**config.mk**
```make
export PLATFORM = sky130hd
export DESIGN_NAME = microcode_loader_flat
export DESIGN_NICKNAME = d
export VERILOG_FILES = /design/src/rtl/mcode_pkg.sv /design/src/rtl/microcode_loader_if.sv /design/src/rtl/mcode_word_assembler.sv /design/src/rtl/microcode_loader.sv /design/src/flat_wrapper.sv
export SDC_FILE = /design/constraint.sdc
export NUM_CORES = 1
export LEC_CHECK = 0
export BUFFER_PORTS_ARGS = -buffer_cell sky130_fd_sc_hd__buf_2
export CAP_MARGIN = 10
export CORE_MARGIN = 5
export CORE_UTILIZATION = 38
export CTS_BUF_LIST = sky130_fd_sc_hd__clkbuf_16
export DETAILED_ROUTE_END_ITERATION = 10
export SLEW_MARGIN = 10
export SYNTH_ARGS = -nofsm -noshare
export SYNTH_HDL_FRONTEND = slang
export SYNTH_HIERARCHICAL = 1
export SYNTH_SLANG_ARGS = --single-unit
```
**constraint.sdc**
```tcl
create_clock -name clk -period 2.3 [get_ports clk]
set_input_delay 0.115 -clock clk [delete_from_list [all_inputs] [get_ports clk]]
set_output_delay 0.115 -clock clk [all_outputs]
set_load 0.02 [all_outputs]
```
**src/rtl/mcode_pkg.sv**
```systemverilog
// mcode_pkg: table selects, sizes and the loader state type shared by the
// microcode loader and the decode stage.
// Optional feature macro: MICROCODE_LOADER_CHECKSUM_EN (adds the CSUM state).
package mcode_pkg;

   localparam int CS_W         = 64;
   localparam int CTRL_DEPTH   = 64;
   localparam int REGIMM_DEPTH = 32;

   localparam logic [1:0] TBL_CONTROL = 2'd0;
   localparam logic [1:0] TBL_ALUFUNC = 2'd1;
   localparam logic [1:0] TBL_REGIMM  = 2'd2;
   localparam logic [1:0] TBL_INVALID = 2'd3;

   typedef enum logic [2:0] {
      ST_IDLE  = 3'd0,
      ST_COUNT = 3'd1,
      ST_DATA  = 3'd2,
      ST_WRITE = 3'd3,
      ST_ERROR = 3'd4
`ifdef MICROCODE_LOADER_CHECKSUM_EN
      , ST_CSUM = 3'd5
`endif
   } state_t;

   // Next table index, wrapping back to entry 0 after the table's last entry.
   function automatic logic [5:0] next_addr(input logic [5:0] addr, input logic [5:0] last);
      logic [5:0] nxt;
      if (addr == last) begin
         nxt = 6'd0;
      end else begin
         nxt = addr + 6'd1;
      end
      return nxt;
   endfunction

endpackage

```
**src/rtl/microcode_loader_if.sv**
```systemverilog
// microcode_loader_if: byte-stream input handshake plus the 64-bit table
// write port. master = the loader, slave = the byte source / RAM side.
interface microcode_loader_if #(
   parameter int CS_W = mcode_pkg::CS_W
) ();
   logic            in_valid;
   logic            in_ready;
   logic [7:0]      in_data;
   logic            wr_en;
   logic [1:0]      wr_table;
   logic [5:0]      wr_addr;
   logic [CS_W-1:0] wr_data;

   modport master (
      input  in_valid,
      input  in_data,
      output in_ready,
      output wr_en,
      output wr_table,
      output wr_addr,
      output wr_data
   );

   modport slave (
      output in_valid,
      output in_data,
      input  in_ready,
      input  wr_en,
      input  wr_table,
      input  wr_addr,
      input  wr_data
   );
endinterface

```
**src/rtl/mcode_word_assembler.sv**
```systemverilog
// mcode_word_assembler: little-endian byte-to-word shift register. The first
// byte of a word ends up in bits [7:0]. 'word' is the word including the byte
// currently offered, so it is complete in the cycle word_ready is high.
module mcode_word_assembler
   import mcode_pkg::*;
#(
   parameter int CS_W = mcode_pkg::CS_W
) (
   input  logic            clk,
   input  logic            rst_n,
   input  logic            clr,
   input  logic            shift_en,
   input  logic [7:0]      byte_in,
   output logic [CS_W-1:0] word,
   output logic            word_ready
);
   localparam int BYTES = CS_W / 8;
   localparam int CNT_W = (BYTES > 1) ? $clog2(BYTES) : 1;
   localparam logic [CNT_W-1:0] CNT_LAST = CNT_W'(BYTES - 1);

   logic [CS_W-1:0]  shift_r;
   logic [CNT_W-1:0] cnt_r;

   assign word       = {byte_in, shift_r[CS_W-1:8]};
   assign word_ready = shift_en && (cnt_r == CNT_LAST);

   // Shift accepted bytes in from the top and count bytes within the word.
   always_ff @(posedge clk or negedge rst_n) begin
      if (!rst_n) begin
         shift_r <= '0;
         cnt_r   <= '0;
      end else if (clr) begin
         shift_r <= '0;
         cnt_r   <= '0;
      end else if (shift_en) begin
         shift_r <= word;
         cnt_r   <= (cnt_r == CNT_LAST) ? '0 : cnt_r + CNT_W'(1);
      end else begin
         shift_r <= shift_r;
         cnt_r   <= cnt_r;
      end
   end
endmodule

```
**src/rtl/microcode_loader.sv**
```systemverilog
// microcode_loader: parses HDR / CNT / payload frames from a byte stream and
// issues one-cycle table writes into the control, alufunc and regimm tables.
// Optional feature macro: MICROCODE_LOADER_CHECKSUM_EN -- each frame ends with
// an XOR checksum byte over HDR, CNT and payload.
module microcode_loader
   import mcode_pkg::*;
#(
   parameter int CS_W         = mcode_pkg::CS_W,
   parameter int CTRL_DEPTH   = mcode_pkg::CTRL_DEPTH,
   parameter int REGIMM_DEPTH = mcode_pkg::REGIMM_DEPTH
) (
   input  logic               clk,
   input  logic               rst_n,
   microcode_loader_if.master bus,
   output logic               busy,
   output logic               done,
   output logic               err,
   input  logic               err_clear
);
   localparam logic [6:0] REGIMM_LIM  = 7'(REGIMM_DEPTH);
   localparam logic [5:0] CTRL_LAST   = 6'(CTRL_DEPTH - 1);
   localparam logic [5:0] REGIMM_LAST = 6'(REGIMM_DEPTH - 1);

   state_t          state_r;
   logic [1:0]      tbl_r;
   logic [5:0]      addr_r;
   logic [7:0]      remain_r;
   logic            in_ready_r;
   logic            wr_en_r;
   logic [1:0]      wr_table_r;
   logic [5:0]      wr_addr_r;
   logic [CS_W-1:0] wr_data_r;
   logic            busy_r;
   logic            done_r;
   logic            err_r;
`ifdef MICROCODE_LOADER_CHECKSUM_EN
   logic [7:0]      csum_r;
`endif

   logic            accept_s;
   logic [1:0]      hdr_tbl_s;
   logic [5:0]      hdr_addr_s;
   logic            hdr_bad_s;
   logic [5:0]      last_addr_s;
   logic [CS_W-1:0] asm_word_s;
   logic            word_ready_s;

   assign accept_s   = bus.in_valid && in_ready_r;
   assign hdr_tbl_s  = bus.in_data[7:6];
   assign hdr_addr_s = bus.in_data[5:0];
   assign hdr_bad_s  = (hdr_tbl_s == TBL_INVALID) ||
                       ((hdr_tbl_s == TBL_REGIMM) && ({1'b0, hdr_addr_s} >= REGIMM_LIM));

   // Last valid index of the table selected by the current frame.
   always_comb begin
      last_addr_s = CTRL_LAST;
      case (tbl_r)
         TBL_CONTROL: last_addr_s = CTRL_LAST;
         TBL_ALUFUNC: last_addr_s = CTRL_LAST;
         TBL_REGIMM:  last_addr_s = REGIMM_LAST;
         default:     last_addr_s = CTRL_LAST;
      endcase
   end

   mcode_word_assembler #(.CS_W(CS_W)) u_asm (
      .clk        (clk),
      .rst_n      (rst_n),
      .clr        (state_r == ST_IDLE),
      .shift_en   (accept_s && (state_r == ST_DATA)),
      .byte_in    (bus.in_data),
      .word       (asm_word_s),
      .word_ready (word_ready_s)
   );

   // Frame parser: state plus registered handshake, write-port and status outputs.
   always_ff @(posedge clk or negedge rst_n) begin
      if (!rst_n) begin
         state_r    <= ST_IDLE;
         tbl_r      <= 2'd0;
         addr_r     <= 6'd0;
         remain_r   <= 8'd0;
         in_ready_r <= 1'b0;
         wr_en_r    <= 1'b0;
         wr_table_r <= 2'd0;
         wr_addr_r  <= 6'd0;
         wr_data_r  <= '0;
         busy_r     <= 1'b0;
         done_r     <= 1'b0;
         err_r      <= 1'b0;
`ifdef MICROCODE_LOADER_CHECKSUM_EN
         csum_r     <= 8'd0;
`endif
      end else begin
         // wr_en and done are single-cycle pulses
         wr_en_r <= 1'b0;
         done_r  <= 1'b0;
         case (state_r)
            ST_IDLE: begin
               in_ready_r <= 1'b1;
               if (accept_s) begin
                  tbl_r  <= hdr_tbl_s;
                  addr_r <= hdr_addr_s;
`ifdef MICROCODE_LOADER_CHECKSUM_EN
                  csum_r <= bus.in_data;
`endif
                  if (hdr_bad_s) begin
                     state_r    <= ST_ERROR;
                     in_ready_r <= 1'b0;
                     err_r      <= 1'b1;
                     busy_r     <= 1'b0;
                  end else begin
                     state_r <= ST_COUNT;
                     busy_r  <= 1'b1;
                  end
               end else begin
                  state_r <= ST_IDLE;
                  busy_r  <= 1'b0;
               end
            end
            ST_COUNT: begin
               if (accept_s) begin
                  remain_r <= bus.in_data;
`ifdef MICROCODE_LOADER_CHECKSUM_EN
                  csum_r   <= csum_r ^ bus.in_data;
`endif
                  if (bus.in_data == 8'd0) begin
`ifdef MICROCODE_LOADER_CHECKSUM_EN
                     state_r <= ST_CSUM;
`else
                     state_r <= ST_IDLE;
                     busy_r  <= 1'b0;
                     done_r  <= 1'b1;
`endif
                  end else begin
                     state_r <= ST_DATA;
                  end
               end else begin
                  state_r <= ST_COUNT;
               end
            end
            ST_DATA: begin
               if (accept_s) begin
`ifdef MICROCODE_LOADER_CHECKSUM_EN
                  csum_r <= csum_r ^ bus.in_data;
`endif
                  if (word_ready_s) begin
                     state_r    <= ST_WRITE;
                     in_ready_r <= 1'b0;
                     wr_en_r    <= 1'b1;
                     wr_table_r <= tbl_r;
                     wr_addr_r  <= addr_r;
                     wr_data_r  <= asm_word_s;
`ifndef MICROCODE_LOADER_CHECKSUM_EN
                     // final word: done coincides with its write strobe
                     done_r     <= (remain_r == 8'd1);
`endif
                  end else begin
                     state_r <= ST_DATA;
                  end
               end else begin
                  state_r <= ST_DATA;
               end
            end
            ST_WRITE: begin
               addr_r     <= next_addr(addr_r, last_addr_s);
               remain_r   <= remain_r - 8'd1;
               in_ready_r <= 1'b1;
               if (remain_r == 8'd1) begin
`ifdef MICROCODE_LOADER_CHECKSUM_EN
                  state_r <= ST_CSUM;
`else
                  state_r <= ST_IDLE;
                  busy_r  <= 1'b0;
`endif
               end else begin
                  state_r <= ST_DATA;
               end
            end
            ST_ERROR: begin
               if (err_clear) begin
                  state_r    <= ST_IDLE;
                  in_ready_r <= 1'b1;
                  err_r      <= 1'b0;
               end else begin
                  state_r    <= ST_ERROR;
                  in_ready_r <= 1'b0;
                  err_r      <= 1'b1;
               end
            end
`ifdef MICROCODE_LOADER_CHECKSUM_EN
            ST_CSUM: begin
               if (accept_s) begin
                  busy_r <= 1'b0;
                  if (bus.in_data == csum_r) begin
                     state_r <= ST_IDLE;
                     done_r  <= 1'b1;
                  end else begin
                     state_r    <= ST_ERROR;
                     in_ready_r <= 1'b0;
                     err_r      <= 1'b1;
                  end
               end else begin
                  state_r <= ST_CSUM;
               end
            end
`endif
            default: begin
               state_r    <= ST_ERROR;
               in_ready_r <= 1'b0;
               err_r      <= 1'b1;
               busy_r     <= 1'b0;
            end
         endcase
      end
   end

   assign bus.in_ready = in_ready_r;
   assign bus.wr_en    = wr_en_r;
   assign bus.wr_table = wr_table_r;
   assign bus.wr_addr  = wr_addr_r;
   assign bus.wr_data  = wr_data_r;
   assign busy         = busy_r;
   assign done         = done_r;
   assign err          = err_r;
endmodule
```
**src/flat_wrapper.sv**
```systemverilog
// flat-port wrapper written by rule: the top's interface ports become plain ports
module microcode_loader_flat import mcode_pkg::*;
#(
   parameter int CS_W         = mcode_pkg::CS_W,
   parameter int CTRL_DEPTH   = mcode_pkg::CTRL_DEPTH,
   parameter int REGIMM_DEPTH = mcode_pkg::REGIMM_DEPTH
)
  (clk, rst_n, busy, done, err, err_clear, bus_in_valid, bus_in_data, bus_in_ready, bus_wr_en, bus_wr_table, bus_wr_addr, bus_wr_data);
  microcode_loader_if #(.CS_W(CS_W)) bus_i ();
  input  logic clk;
  input  logic rst_n;
  output logic busy;
  output logic done;
  output logic err;
  input  logic err_clear;
  input wire logic [$bits(bus_i.in_valid)-1:0] bus_in_valid;
  input wire logic [$bits(bus_i.in_data)-1:0] bus_in_data;
  output wire logic [$bits(bus_i.in_ready)-1:0] bus_in_ready;
  output wire logic [$bits(bus_i.wr_en)-1:0] bus_wr_en;
  output wire logic [$bits(bus_i.wr_table)-1:0] bus_wr_table;
  output wire logic [$bits(bus_i.wr_addr)-1:0] bus_wr_addr;
  output wire logic [$bits(bus_i.wr_data)-1:0] bus_wr_data;
  assign bus_i.in_valid = bus_in_valid;
  assign bus_i.in_data = bus_in_data;
  assign bus_in_ready = bus_i.in_ready;
  assign bus_wr_en = bus_i.wr_en;
  assign bus_wr_table = bus_i.wr_table;
  assign bus_wr_addr = bus_i.wr_addr;
  assign bus_wr_data = bus_i.wr_data;
  microcode_loader #(.CS_W(CS_W), .CTRL_DEPTH(CTRL_DEPTH), .REGIMM_DEPTH(REGIMM_DEPTH)) u_core (.clk(clk), .rst_n(rst_n), .bus(bus_i), .busy(busy), .done(done), .err(err), .err_clear(err_clear));
endmodule
```
==> results.py <==
metrics = {
    "global_routing": {
        "first_global_vias": 4262,
        "grt_max_degree": 77,
        "grt_antenna_before_repair": 0,
        "grt_first_pass_wirelength_um": 23400,
        "grt.overflow.total": 0,
        "track_usage": 0.148,
    },
    "critical_path": {
        "critical_path.reg2reg.startpoint": "u_core/state_r[2]",
        "critPathCaptureType": "flop",
        "worst_ep_required_time_ns": 2.60,
        "ff2ff_path_depth": 7,
        "timing.critical_path.fanout_max": 36,
        "rr_endpoint": "u_core/bus.wr_data[2]",
        "r2r_slack_ns": 0.16,
        "worstPathArrival_ns": 2.44,
        "start_kind": "flop",
        "critical_path_class": "reg2reg",
    },
    "place": {
        "detailedPlacementHpwl_um": 9390,
        "placement.io_buffers": 88,
        "place.gp.congestion": 0.779,
        "dpl_cell_area_sq_um": 7210,
    },
    "synth": {
        "synth_top_family_by_area": "multiplexers",
        "postSynthCellCount": 501,
        "synth_top_cell_area_share": 0.590,
        "ranking_of_synthesized_cells_by_instance_count": "dfrtp_1 (155), nor2_1 (69), mux2i_1 (63)",
        "post_synthesis_net_count": 518,
        "post_synth_mux_area_share": 0.223,
        "ys_async_sr_fraction": 1.00,
        "synth.area.top_cells": "dfrtp_1 (59%), mux2_2 (10%), mux2i_1 (9.6%), nor2_1 (3.9%), mux2_1 (2.6%)",
        "synth_edf_count": 0,
        "yosys_warnings": 6,
        "share_of_synthesized_area_occupied_by_flip_flops_and_latches": 0.590,
        "syn-cell-area_sq_um": 6580,
        "area_share_of_xor_xnor_cells_in_the_synthesized_design": 0.00266,
        "synth-adder-area-share": 0.00951,
        "avgSynthCellArea_sq_um": 13.1,
        "synth_simple_gate_area_frac": 0.0924,
        "yosys.cell_count.top_type": "dfrtp_1",
        "post_synth_num_cell_types": 54,
        "postSynth.topFlopCell": "dfrtp_1",
        "share_of_the_synthesized_area_in_compound_gates_ao_oa_aoi_oai": 0.0443,
        "synth.ff_latch_count": 155,
        "yosys.area.top_type": "dfrtp_1",
    },
    "clocking": {
        "path_clk_slew_ns": 0.06,
        "clock_tree_from_tritoncts": "yes",
        "post_cts_buffers": 0,
        "clk_path_buf_depth": 2,
        "clockRootBuffer": "clkbuf_16",
        "cts_bufs_inserted": 17,
        "clock_sinks": 155,
        "postCtsResizedCells": 0,
        "worst_skew_pair_later_pin_latency_ns": 0.42,
        "htreeDepth": 4,
    },
    "routing": {
        "drtPass1Iterations": 4,
        "drc": 0,
        "wl_per_cell_um": 17.1,
        "highest_layer": "met4",
        "routed-via-count": 4156,
        "detail_route_met2_wl_um": 6720,
        "finalWirelength_um": 14000,
        "avgViaCountPerCell": 5.06,
        "antenna_violating_nets_post_route": 0,
        "drt-met1-wl_um": 6320,
        "drt-initial-drc-count": 245,
        "met3WireLength_um": 669,
    },
    "sta": {
        "hold_violations": 0,
        "final_max_slew_viol_count": 0,
        "fin_tns_setup_ns": 0,
        "fmax_ghz": 0.467,
        "fin_hold_ws_ns": 0.0229,
        "setup_viol": 0,
        "worst_clock_skew_ns": 0.00596,
        "least_margin_pin_slew_ns": 0.732,
        "min_clock_period_post_route_ns": 2.14,
        "setup_repair_after_global_routing_missed_its_margin": "no",
        "final_min_period_over_clock_period": 0.931,
        "timing.max_slew.rel_slack": 0.512,
    },
    "cells_and_area": {
        "antenna-diode-count": 0,
        "post_layout_net_count": 601,
        "final_layout_size_suffix_gt1_frac": 0.333,
        "layout-area-overhead-vs-synth_pct": 19.3,
        "final_design_area_no_fill_sq_um": 7850,
    },
    "run_status": {
        "outcome": "complete, no violations",
    },
    "min_path": {
        "worst_hold_endpoint": "u_core/remain_r[3]",
        "worst_hold_startpoint": "bus_in_data[3]",
        "timing.hold.worst_path_depth": 3,
        "hold_class": "in2reg",
    },
    "die": {
        "floorplan.initialDensity": 0.384,
        "rows": 48,
        "die_h_um": 142,
        "design.portCount": 89,
        "die_width_um": 142,
        "core_region_area_sq_um": 17100,
        "overall_die_area_sq_um": 20000,
    },
    "job": {
        "max-cap-violations": 0,
    },
    "power_and_ir_drop": {
        "p_per_area_nw_per_um2": 957,
        "peakVddDrop_v": 0.000686,
        "power_leakage_uw": 0.00386,
    },
}
[area by class of cell]
| type | count | area, sq um |
|---|---|---|
| clock inverter | 15 | 195 |
| clock buffer | 17 | 425 |
| fill | 1560 | 9270 |
| inverter | 3 | 11.3 |
| multi-input combinational | 308 | 2460 |
| sequential | 155 | 3880 |
| timing repair buffer | 99 | 597 |
| tap | 225 | 282 |
[placed cells by master (no fill, tap or decap), drive strengths merged, types with 3 or more instances in the layout]
| cell | n |
|---|---|
| nand3b | 4 |
| mux2i | 63 |
| clkbuf | 17 |
| o21ai | 10 |
| dfrtp | 155 |
| a21oi | 9 |
| nand2 | 14 |
| o211ai | 3 |
| a221o | 3 |
| clkinvlp | 3 |
| nor3b | 3 |
| mux2 | 74 |
| clkinv | 3 |
| nor3 | 5 |
| inv | 8 |
| nor2 | 70 |
| nand3 | 7 |
| buf | 97 |
| bufinv | 4 |
| ha | 5 |
[flip-flops by register name (all words and copies together), names as in the netlist]
| signal | cells |
|---|---|
| u_core/u_asm/shift_r | 56 |
| u_core/u_asm/cnt_r | 3 |
| u_core/busy | 1 |
| u_core/bus.wr_en | 1 |
| u_core/state_r | 3 |
| u_core/bus.wr_addr | 6 |
| u_core/bus.wr_table | 2 |
| u_core/bus.in_ready | 1 |
| u_core/bus.wr_data | 64 |
| u_core/done | 1 |
| u_core/remain_r | 8 |
| u_core/tbl_r | 2 |
| u_core/addr_r | 6 |
| u_core/err | 1 |
[report_power, final]
part	switching, uW	leakage [uW]	internal [uW]
Clock	1090	0.000299	1820
Sequential	231	0.00212	2930
Combinational	937	0.00143	504
[routing by layer]
| metal | vias up | track usage |
|---|---|---|
| li1 | 1943 | - |
| met1 | 2100 | 0.194 |
| met4 | 0 | 0.0586 |
| met2 | 90 | 0.231 |
| met5 | - | 0 |
| met3 | 23 | 0.0455 |
[critical path, cell delays in order, from the launching register on]
cell,delay (ns)
dfrtp_1,0.38
nand3b_4,0.21
nor3b_2,0.27
and2_1,0.19
nand3b_1,0.14
nor2_4,0.19
buf_12,0.24
mux2_2,0.37
[worst max path at each step]
stage                      startpoint                endpoint  slack, ns
floorplan           u_core/state_r[0]   u_core/bus.wr_addr[0]      0.004
global placement    u_core/state_r[2]  u_core/bus.wr_data[17]       0.21
detailed placement  u_core/state_r[2]  u_core/bus.wr_data[53]       0.14
CTS                 u_core/state_r[2]  u_core/bus.wr_data[46]       0.13
global route        u_core/state_r[2]  u_core/bus.wr_table[0]      0.009
finish              u_core/state_r[2]   u_core/bus.wr_data[2]       0.16
[timing repair]
item                                    in CTS  in global routing
endpoints found under the setup margin       0                  0
endpoints found under the hold margin       77                  0
hold buffers                                 2                  0
[per-stage QoR]
| stage | setup WS (ns) | cells | power, uW | util |
|---|---|---|---|---|
| 2_1_floorplan | 0.00406 | 501 | 4240 | - |
| 3_3_place_gp | 0.206 | 788 | 4600 | 0.421 |
| 3_5_place_dp | 0.141 | 788 | 4660 | 0.421 |
| 4_1_cts | 0.135 | 822 | 7600 | 0.459 |
| 5_1_grt | 0.00860 | 822 | 7880 | 0.459 |
| 6_report | 0.159 | 822 | 7520 | 0.459 |
[cells by family (layout without fill, tap and decap cells)]
| family | count (synthesis) | after routing |
|---|---|---|
| flip-flops | 155 | 155 |
| multiplexers | 137 | 137 |
| AND/OR/NAND/NOR | 122 | 122 |
| AO/OA/AOI/OAI | 42 | 42 |
| buffers and inverters | 38 | 134 |
| adder cells (fa/ha/maj) | 5 | 5 |
| XOR/XNOR | 2 | 2 |
(Power assumes the default switching activity.)
